[src/rtl/rgb_fade_controller.sv]
// rtl/rgb_fade_controller.sv - RGB duty sequencer: manual encoder follow or automatic preset fade/hold
// Optional macro RGB_FADE_AUTO_EXIT_EN: encoder movement during FADE/HOLD returns to MANUAL.
module rgb_fade_controller #(
    parameter int TICK_DIV   = 1000,
    parameter int HOLD_STEPS = 255
) (
    input  logic       clk,
    input  logic       reset,
    input  logic [7:0] enc0,
    input  logic [7:0] enc1,
    input  logic [7:0] enc2,
    input  logic       auto_req,
    output logic [7:0] level0,
    output logic [7:0] level1,
    output logic [7:0] level2,
    output logic       auto_active,
    output logic [1:0] preset_idx
);

    localparam int TW = $clog2(TICK_DIV);
    localparam int HW = $clog2(HOLD_STEPS + 1);
    localparam logic [TW-1:0] TICK_LAST = TW'(TICK_DIV - 1);
    localparam logic [HW-1:0] HOLD_LAST = HW'(HOLD_STEPS - 1);

    typedef enum logic [1:0] {
        MANUAL = 2'd0,
        FADE   = 2'd1,
        HOLD   = 2'd2
    } state_t;

    state_t        state;
    logic [TW-1:0] tick_cnt;
    logic [HW-1:0] hold_cnt;
    logic          tick;
    logic          exit_req;
    logic          at_target;
    logic [7:0]    tgt0;
    logic [7:0]    tgt1;
    logic [7:0]    tgt2;

    function automatic logic [7:0] step_toward(input logic [7:0] cur, input logic [7:0] tgt);
        if (cur < tgt)
            return cur + 8'd1;
        else if (cur > tgt)
            return cur - 8'd1;
        else
            return cur;
    endfunction

    // Presets 0..2 light one channel each; preset 3 is white.
    always_comb begin
        tgt0 = (preset_idx == 2'd0 || preset_idx == 2'd3) ? 8'hFF : 8'h00;
        tgt1 = (preset_idx == 2'd1 || preset_idx == 2'd3) ? 8'hFF : 8'h00;
        tgt2 = (preset_idx == 2'd2 || preset_idx == 2'd3) ? 8'hFF : 8'h00;
        at_target = (level0 == tgt0) && (level1 == tgt1) && (level2 == tgt2);
        tick = (tick_cnt == TICK_LAST);
    end

`ifdef RGB_FADE_AUTO_EXIT_EN
    logic [7:0] prev0;
    logic [7:0] prev1;
    logic [7:0] prev2;

    always_ff @(posedge clk or negedge reset) begin
        if (!reset) begin
            prev0 <= 8'h00;
            prev1 <= 8'h00;
            prev2 <= 8'h00;
        end else begin
            prev0 <= enc0;
            prev1 <= enc1;
            prev2 <= enc2;
        end
    end

    assign exit_req = auto_req || (enc0 != prev0) || (enc1 != prev1) || (enc2 != prev2);
`else
    assign exit_req = auto_req;
`endif

    always_ff @(posedge clk or negedge reset) begin
        if (!reset) begin
            state       <= MANUAL;
            tick_cnt    <= '0;
            hold_cnt    <= '0;
            level0      <= 8'h00;
            level1      <= 8'h00;
            level2      <= 8'h00;
            auto_active <= 1'b0;
            preset_idx  <= 2'd0;
        end else begin
            tick_cnt <= tick ? '0 : tick_cnt + 1'b1;
            case (state)
                MANUAL: begin
                    tick_cnt <= '0;
                    if (auto_req) begin
                        state       <= FADE;
                        auto_active <= 1'b1;
                        preset_idx  <= 2'd0;
                        hold_cnt    <= '0;
                    end else begin
                        level0 <= enc0;
                        level1 <= enc1;
                        level2 <= enc2;
                    end
                end
                FADE: begin
                    // Exit requests win over a coincident tick.
                    if (exit_req) begin
                        state       <= MANUAL;
                        auto_active <= 1'b0;
                    end else if (tick) begin
                        if (at_target) begin
                            state    <= HOLD;
                            hold_cnt <= '0;
                        end else begin
                            level0 <= step_toward(level0, tgt0);
                            level1 <= step_toward(level1, tgt1);
                            level2 <= step_toward(level2, tgt2);
                        end
                    end
                end
                HOLD: begin
                    if (exit_req) begin
                        state       <= MANUAL;
                        auto_active <= 1'b0;
                    end else if (tick) begin
                        if (hold_cnt == HOLD_LAST) begin
                            preset_idx <= preset_idx + 2'd1;
                            hold_cnt   <= '0;
                            state      <= FADE;
                        end else begin
                            hold_cnt <= hold_cnt + 1'b1;
                        end
                    end
                end
                default: begin
                    state       <= MANUAL;
                    auto_active <= 1'b0;
                end
            endcase
        end
    end

endmodule

[config.mk]
export PLATFORM = sky130hd
export DESIGN_NAME = rgb_fade_controller
export DESIGN_NICKNAME = d
export VERILOG_FILES = /design/src/rtl/rgb_fade_controller.sv
export SDC_FILE = /design/constraint.sdc
export NUM_CORES = 1
export LEC_CHECK = 0
export ABC_AREA = 1
export CAP_MARGIN = 10
export CELL_PAD_IN_SITES_DETAIL_PLACEMENT = 0
export CELL_PAD_IN_SITES_GLOBAL_PLACEMENT = 2
export CORE_AREA = 2 2 123 125
export DETAILED_ROUTE_END_ITERATION = 10
export DIE_AREA = 0 0 125 127
export GPL_TIMING_DRIVEN = 0
export HOLD_SLACK_MARGIN = 0.02
export PLACE_DENSITY_LB_ADDON = 0.1
export SYNTH_ARGS = -nofsm -noshare
export SYNTH_HDL_FRONTEND = slang
export SYNTH_SLANG_ARGS = --single-unit
[constraint.sdc]
create_clock -name clk -period 3.3 [get_ports clk]
set_input_delay 0.66 -clock clk [delete_from_list [all_inputs] [get_ports clk]]
set_output_delay 0.66 -clock clk [all_outputs]
set_load 0.1 [all_outputs]
After elaboration in Yosys (flattened, before gate mapping)
Cells that the tools add are included.
{"block": "op_classes", "add_sub_neg": 9, "n_lt_le_gt_ge": 6, "eq_ne": 27, "muxes": 50, "n_reduce_logical": 18}
{"operator": "8-bit 2-to-1 mux", "n": 28}
{"operator": "8-bit one-hot mux with 2 select lines", "n": 3}
{"operator": "8-bit by 1-bit adder with 8-bit output, second input constant", "n": 4}
{"operator": "8-bit equality test", "n": 3}
{"operator": "8-bit greater-than comparator", "n": 3}
{"operator": "8-bit < comparator", "n": 3}
{"operator": "8-bit one-hot mux with 3 select lines", "n": 1}
{"operator": "8-bit by 1-bit subtractor with 8-bit output, second input constant", "n": 3}
{"operator": "2-bit 2-to-1 mux", "n": 11}
{"operator": "3-bit != test, second input constant", "n": 7}
{"operator": "10-bit 2-to-1 mux", "n": 2}
{"operator": "2-bit != test, second input constant", "n": 9}
{"operator": "6-bit AND reduction", "n": 3}
{"operator": "10-bit by 1-bit adder with 10-bit output, second input constant", "n": 1}
{"operator": "10-bit equality test, second input constant", "n": 1}
{"operator": "5-bit AND reduction", "n": 2}
{"operator": "8-bit equality test, second input constant", "n": 1}
{"operator": "7-bit AND reduction", "n": 1}
{"operator": "2-bit equality test, second input constant", "n": 3}
{"operator": "2-bit one-hot mux with 3 select lines", "n": 1}
{"operator": "2-bit by 1-bit equality test with 1-bit output, second input constant", "n": 2}
{"operator": "2-bit logical NOT", "n": 2}
{"operator": "2-bit one-hot mux with 2 select lines", "n": 1}
{"operator": "2-bit nonzero test", "n": 2}
{"operator": "other kinds (9)", "n": 13}
{"block": "word_totals", "register_bits": 47, "input_bits": 27, "wordCells": 118}

Longest topological paths before layout
{"block": "depth", "depth_word": 10, "mapped_depth": 25, "mapped_depth_nobuf": 25}

Least setup slack after synthesis
Ideal clock, no wire load.
{"block": "synth_timing", "kind": "register to register", "startpoint": "reg preset_idx[0]", "endpoint": "reg level0[7]", "setup_ns": 0.120, "arrival_time_ns": 3.879, "slack_ns": -0.699, "stages_incl_launch_ff": 20, "synth_period_minus_slack_ns": 3.999, "path_cell_list": "dfrtp_1 > inv_1 > ha_1 > inv_1 > ha_1 > nand2_1 > inv_1 > nand2_1 > nand2_1 > o21ai_0 > nand2_1 > ha_1 > a21oi_1 > nand2_1 > a21o_1 > nand3b_1 > nand3_1 > nand2_1 > nand2_1 > nand2_1"}
{"block": "synth_between", "elab_chain_len": 9}
{"item": "from (decl)", "line": "17", "text": "output logic [1:0] preset_idx"}
{"item": "from (signal assigned)", "line": "129", "text": "preset_idx <= preset_idx + 2'd1;"}
{"item": "2-bit equality test / 2-bit logical NOT (equally long branches)", "line": "52, 53, 54"}
{"item": "1-bit logical OR", "line": "52", "text": "tgt0 = (preset_idx == 2'd0 || preset_idx == 2'd3) ? 8'hFF : 8'h00;"}
{"item": "8-bit 2-to-1 mux", "line": "52"}
{"item": "8-bit < comparator", "line": "42", "text": "if (cur < tgt)"}
{"item": "8-bit 2-to-1 mux", "line": "42"}
{"item": "8-bit 2-to-1 mux", "line": "113", "text": "if (at_target) begin"}
{"item": "8-bit 2-to-1 mux", "line": "112", "text": "end else if (tick) begin"}
{"item": "8-bit 2-to-1 mux", "line": "109", "text": "if (exit_req) begin"}
{"item": "8-bit one-hot mux with 2 select lines", "line": "93", "text": "case (state)"}
{"item": "to (signal assigned)", "line": "102", "text": "level0 <= enc0;"}
{"item": "to (signal assigned)", "line": "117", "text": "level0 <= step_toward(level0, tgt0);"}
{"item": "to (decl)", "line": "13", "text": "output logic [7:0] level0,"}
Several ways; a longest one is shown, not always the timed one. The select of a mux whose other input is x is not followed.
A chain may end at the register's enable or synchronous reset.

Worst setup path after layout
Same ends and word-level chain as after synthesis.

==> impl_metrics.toml <==
[outcome]
status = "complete, no violations"

[logic_synthesis]
synth.avg_cell_area_sq_um = 7.444
seq_area_frac_synth_pct = 28.52
synth_cell_types = 42
synthCells = 554
ys_seq_elements = 47
syn_area_sq_mm = 0.004124
synth_fp_nets = 630
yosysWarnings = 0

[clock_network]
clock_latency_ps = 300
clkTransAtPathRegs_ps = 70
htreeDepth = 2
clock_path_buffers = 2
hold_buffers = 0
cts_made_buffers = 5
cts_tree = "done"
clockRootBuffer = "clkbuf_16"
cts_sinks = 47

[setup_path]
path_buf_inv = 4
start_kind = "flop"
worst_ep_required_time_ps = 3490
cpMostUsedCell = "nand2_1"
cp_max_fo = 7
cp_slowest_stage_delay_ps = 480
cp_slowest_cell = "dfrtp_4"
worstPathArrival_ps = 3280
cp_cell_sequence = "inv_4, ha_4, inv_4, buf_4, ha_1, nand2_1, nor2_1, o21ai_2, nand2_4, buf_6, ha_1, nand3_1, nand2_2, a21o_1, nand3b_1, nand3_1, nand2_1, nand2_1, nand2_1"
crit_path_end_kind = "flop"
critical-path-top-delay-family = "simple AND/OR/NAND/NOR gates"
crit_type = "flop to flop"

[finish]
final_common_cell = "nand2_1"
syn2layout_area_growth_pct = 29.04
drive_above_1_share_pct = 14.01
fillers = 1546
num_antenna_cells = 0
final_cell_mix = "143 x nand2_1, 52 x clkdlybuf4s50_1, 51 x inv_1, 45 x nor2_1, 45 x dfrtp_1"
fin_nets = 703
seqCellArea_sq_mm = 0.001181
multiInputGateArea_sq_mm = 0.002835

[drt]
wl_mm = 11.51
drc = 0
via_per_inst = 4.681
dr.pass1.iters = 6
final_antenna_net_count = 0
drtIter0Drc = 161
wl_per_cell_um = 14.17
vias = 3801

[sta]
rsz0062_at_grt = "false"
max_freq_mhz = 324.2
maxSlewViolCount = 0
tightest_slew_ps = 982.1
hold-worst-slack_ps = 289.8
setup_tns_ps = 0
fin_crit_ps = 3084
relSlewSlack_pct = 34.32
setup_viol = 0
post-route-period-util_pct = 93.46
hold_violations = 0
fin_skew_ps = 8.516

[grt]
grt_overflow = 0
grt_start_max_net_pins = 32
grt_pass1_vias = 3846
grtUsageTotal_pct = 15.04
antenna_found_initial = 0
grt_pass1_wl_mm = 19.40

[job]
cap_violations = 0

[floorplanning]
core_sq_mm = 0.01442
dieArea_sq_mm = 0.01588
pin_count = 54
die_h_um = 127
fp.dieW_um = 125
start_util_pct = 28.59
num_rows = 44

[placement]
dp_hpwl_mm = 8.603
gp_congestion = 0.7611
portBuffers = 53

[hold_path]
hold_path_class = "input port to asynchronous set/reset pin"
logic make-up (layout without fill, tap and decap cells):
group | count (synthesis) | after routing | share of synthesized area [%]
flip-flops | 47 | 47 | 28.52
AND/OR/NAND/NOR | 268 | 268 | 29.43
AO/OA/AOI/OAI | 97 | 97 | 13.87
buffers and inverters | 65 | 139 | 6.644
XOR/XNOR | 22 | 22 | 4.672
multiplexers | 6 | 6 | 1.456
adder cells (fa/ha/maj) | 49 | 49 | 15.41
registers in the layout, summed over array words and instances (netlist names):
name / flops
level0: 8
level1: 8
tick_cnt: 10
auto_active: 1
level2: 8
state: 2
preset_idx: 2
hold_cnt: 8
path summary, 6_finish.rpt:
check | slack, ps | cells past startpoint | to | from
worst max-delay path | 220 | 19 | level0[7]$_DFFE_PN0P_ | preset_idx[0]$_DFFE_PN0P_
max in group asynchronous | 2460 | 2 | preset_idx[0]$_DFFE_PN0P_ | reset
min in group clk | 520 | 1 | tick_cnt[0]$_DFF_PN0_ | tick_cnt[0]$_DFF_PN0_
worst min register to register | 520 | 1 | tick_cnt[0]$_DFF_PN0_ | tick_cnt[0]$_DFF_PN0_
worst max register to register | 220 | 19 | level0[7]$_DFFE_PN0P_ | preset_idx[0]$_DFFE_PN0P_
worst min-delay path | 290 | 1 | level1[3]$_DFFE_PN0P_ | reset
stage by stage:
stage	setup slack [ps]	instances	instance area (sq um)	util [%]
global placement	-479.9	791	4905	34.00
finish	215.8	812	5321	36.89
detailed placement	-311.5	792	4920	34.11
global route	4.978	812	5321	36.89
floorplan	26.40	554	4144	-
CTS	14.02	805	5139	35.63
final cells by class:
class                   count  share of cell area, %
plain buffers               9                  1.176
flip-flops and latches     47                  22.20
inverters                  56                  4.068
multi-input cells         442                  53.28
repair buffers             66                  12.02
clock buffers               8                  2.939
well taps                 184                  4.326
metal layers:
layer,GRT usage (%),part of all wire [%]
met1,20.43,50
met2,24.84,47
met3,2.513,2.6
met4,4.183,1.1
met5,0,0
cells in the mapped netlist (all sizes together):
library cell  count  area (sq um)
fa                3         60.06
nor2             52         222.7
nand2           156         620.6
a21oi            29         163.9
nand3            35         202.7
a21o              4         30.03
clkbuf            3         11.26
xnor2            10         87.58
xor2             12         105.1
ha               46         575.6
mux2i             6         60.06
nand4             7         58.81
o21bai            1         7.510
o21ai            51         281.5
nor3             14         75.07
buf               6         51.30
o31ai             1         7.510
or2               1         6.260
inv              55         206.5
o21a              3         22.52
a31oi             7         50.05
o221ai            1         8.760
clkinv            1         5.000
dfrtp            47          1176
nand3b            2         15.01
nor4              1         12.51
repair_timing:
item,4_1_cts,5_1_grt
setup buffers,5,7
endpoints found under the setup margin,6,17
resized for setup,5,20
pin swaps,1,3
gates cloned,0,0
Power is not shown: default switching activity piles up to over one toggle a cycle in this logic, so the estimate is an artifact.
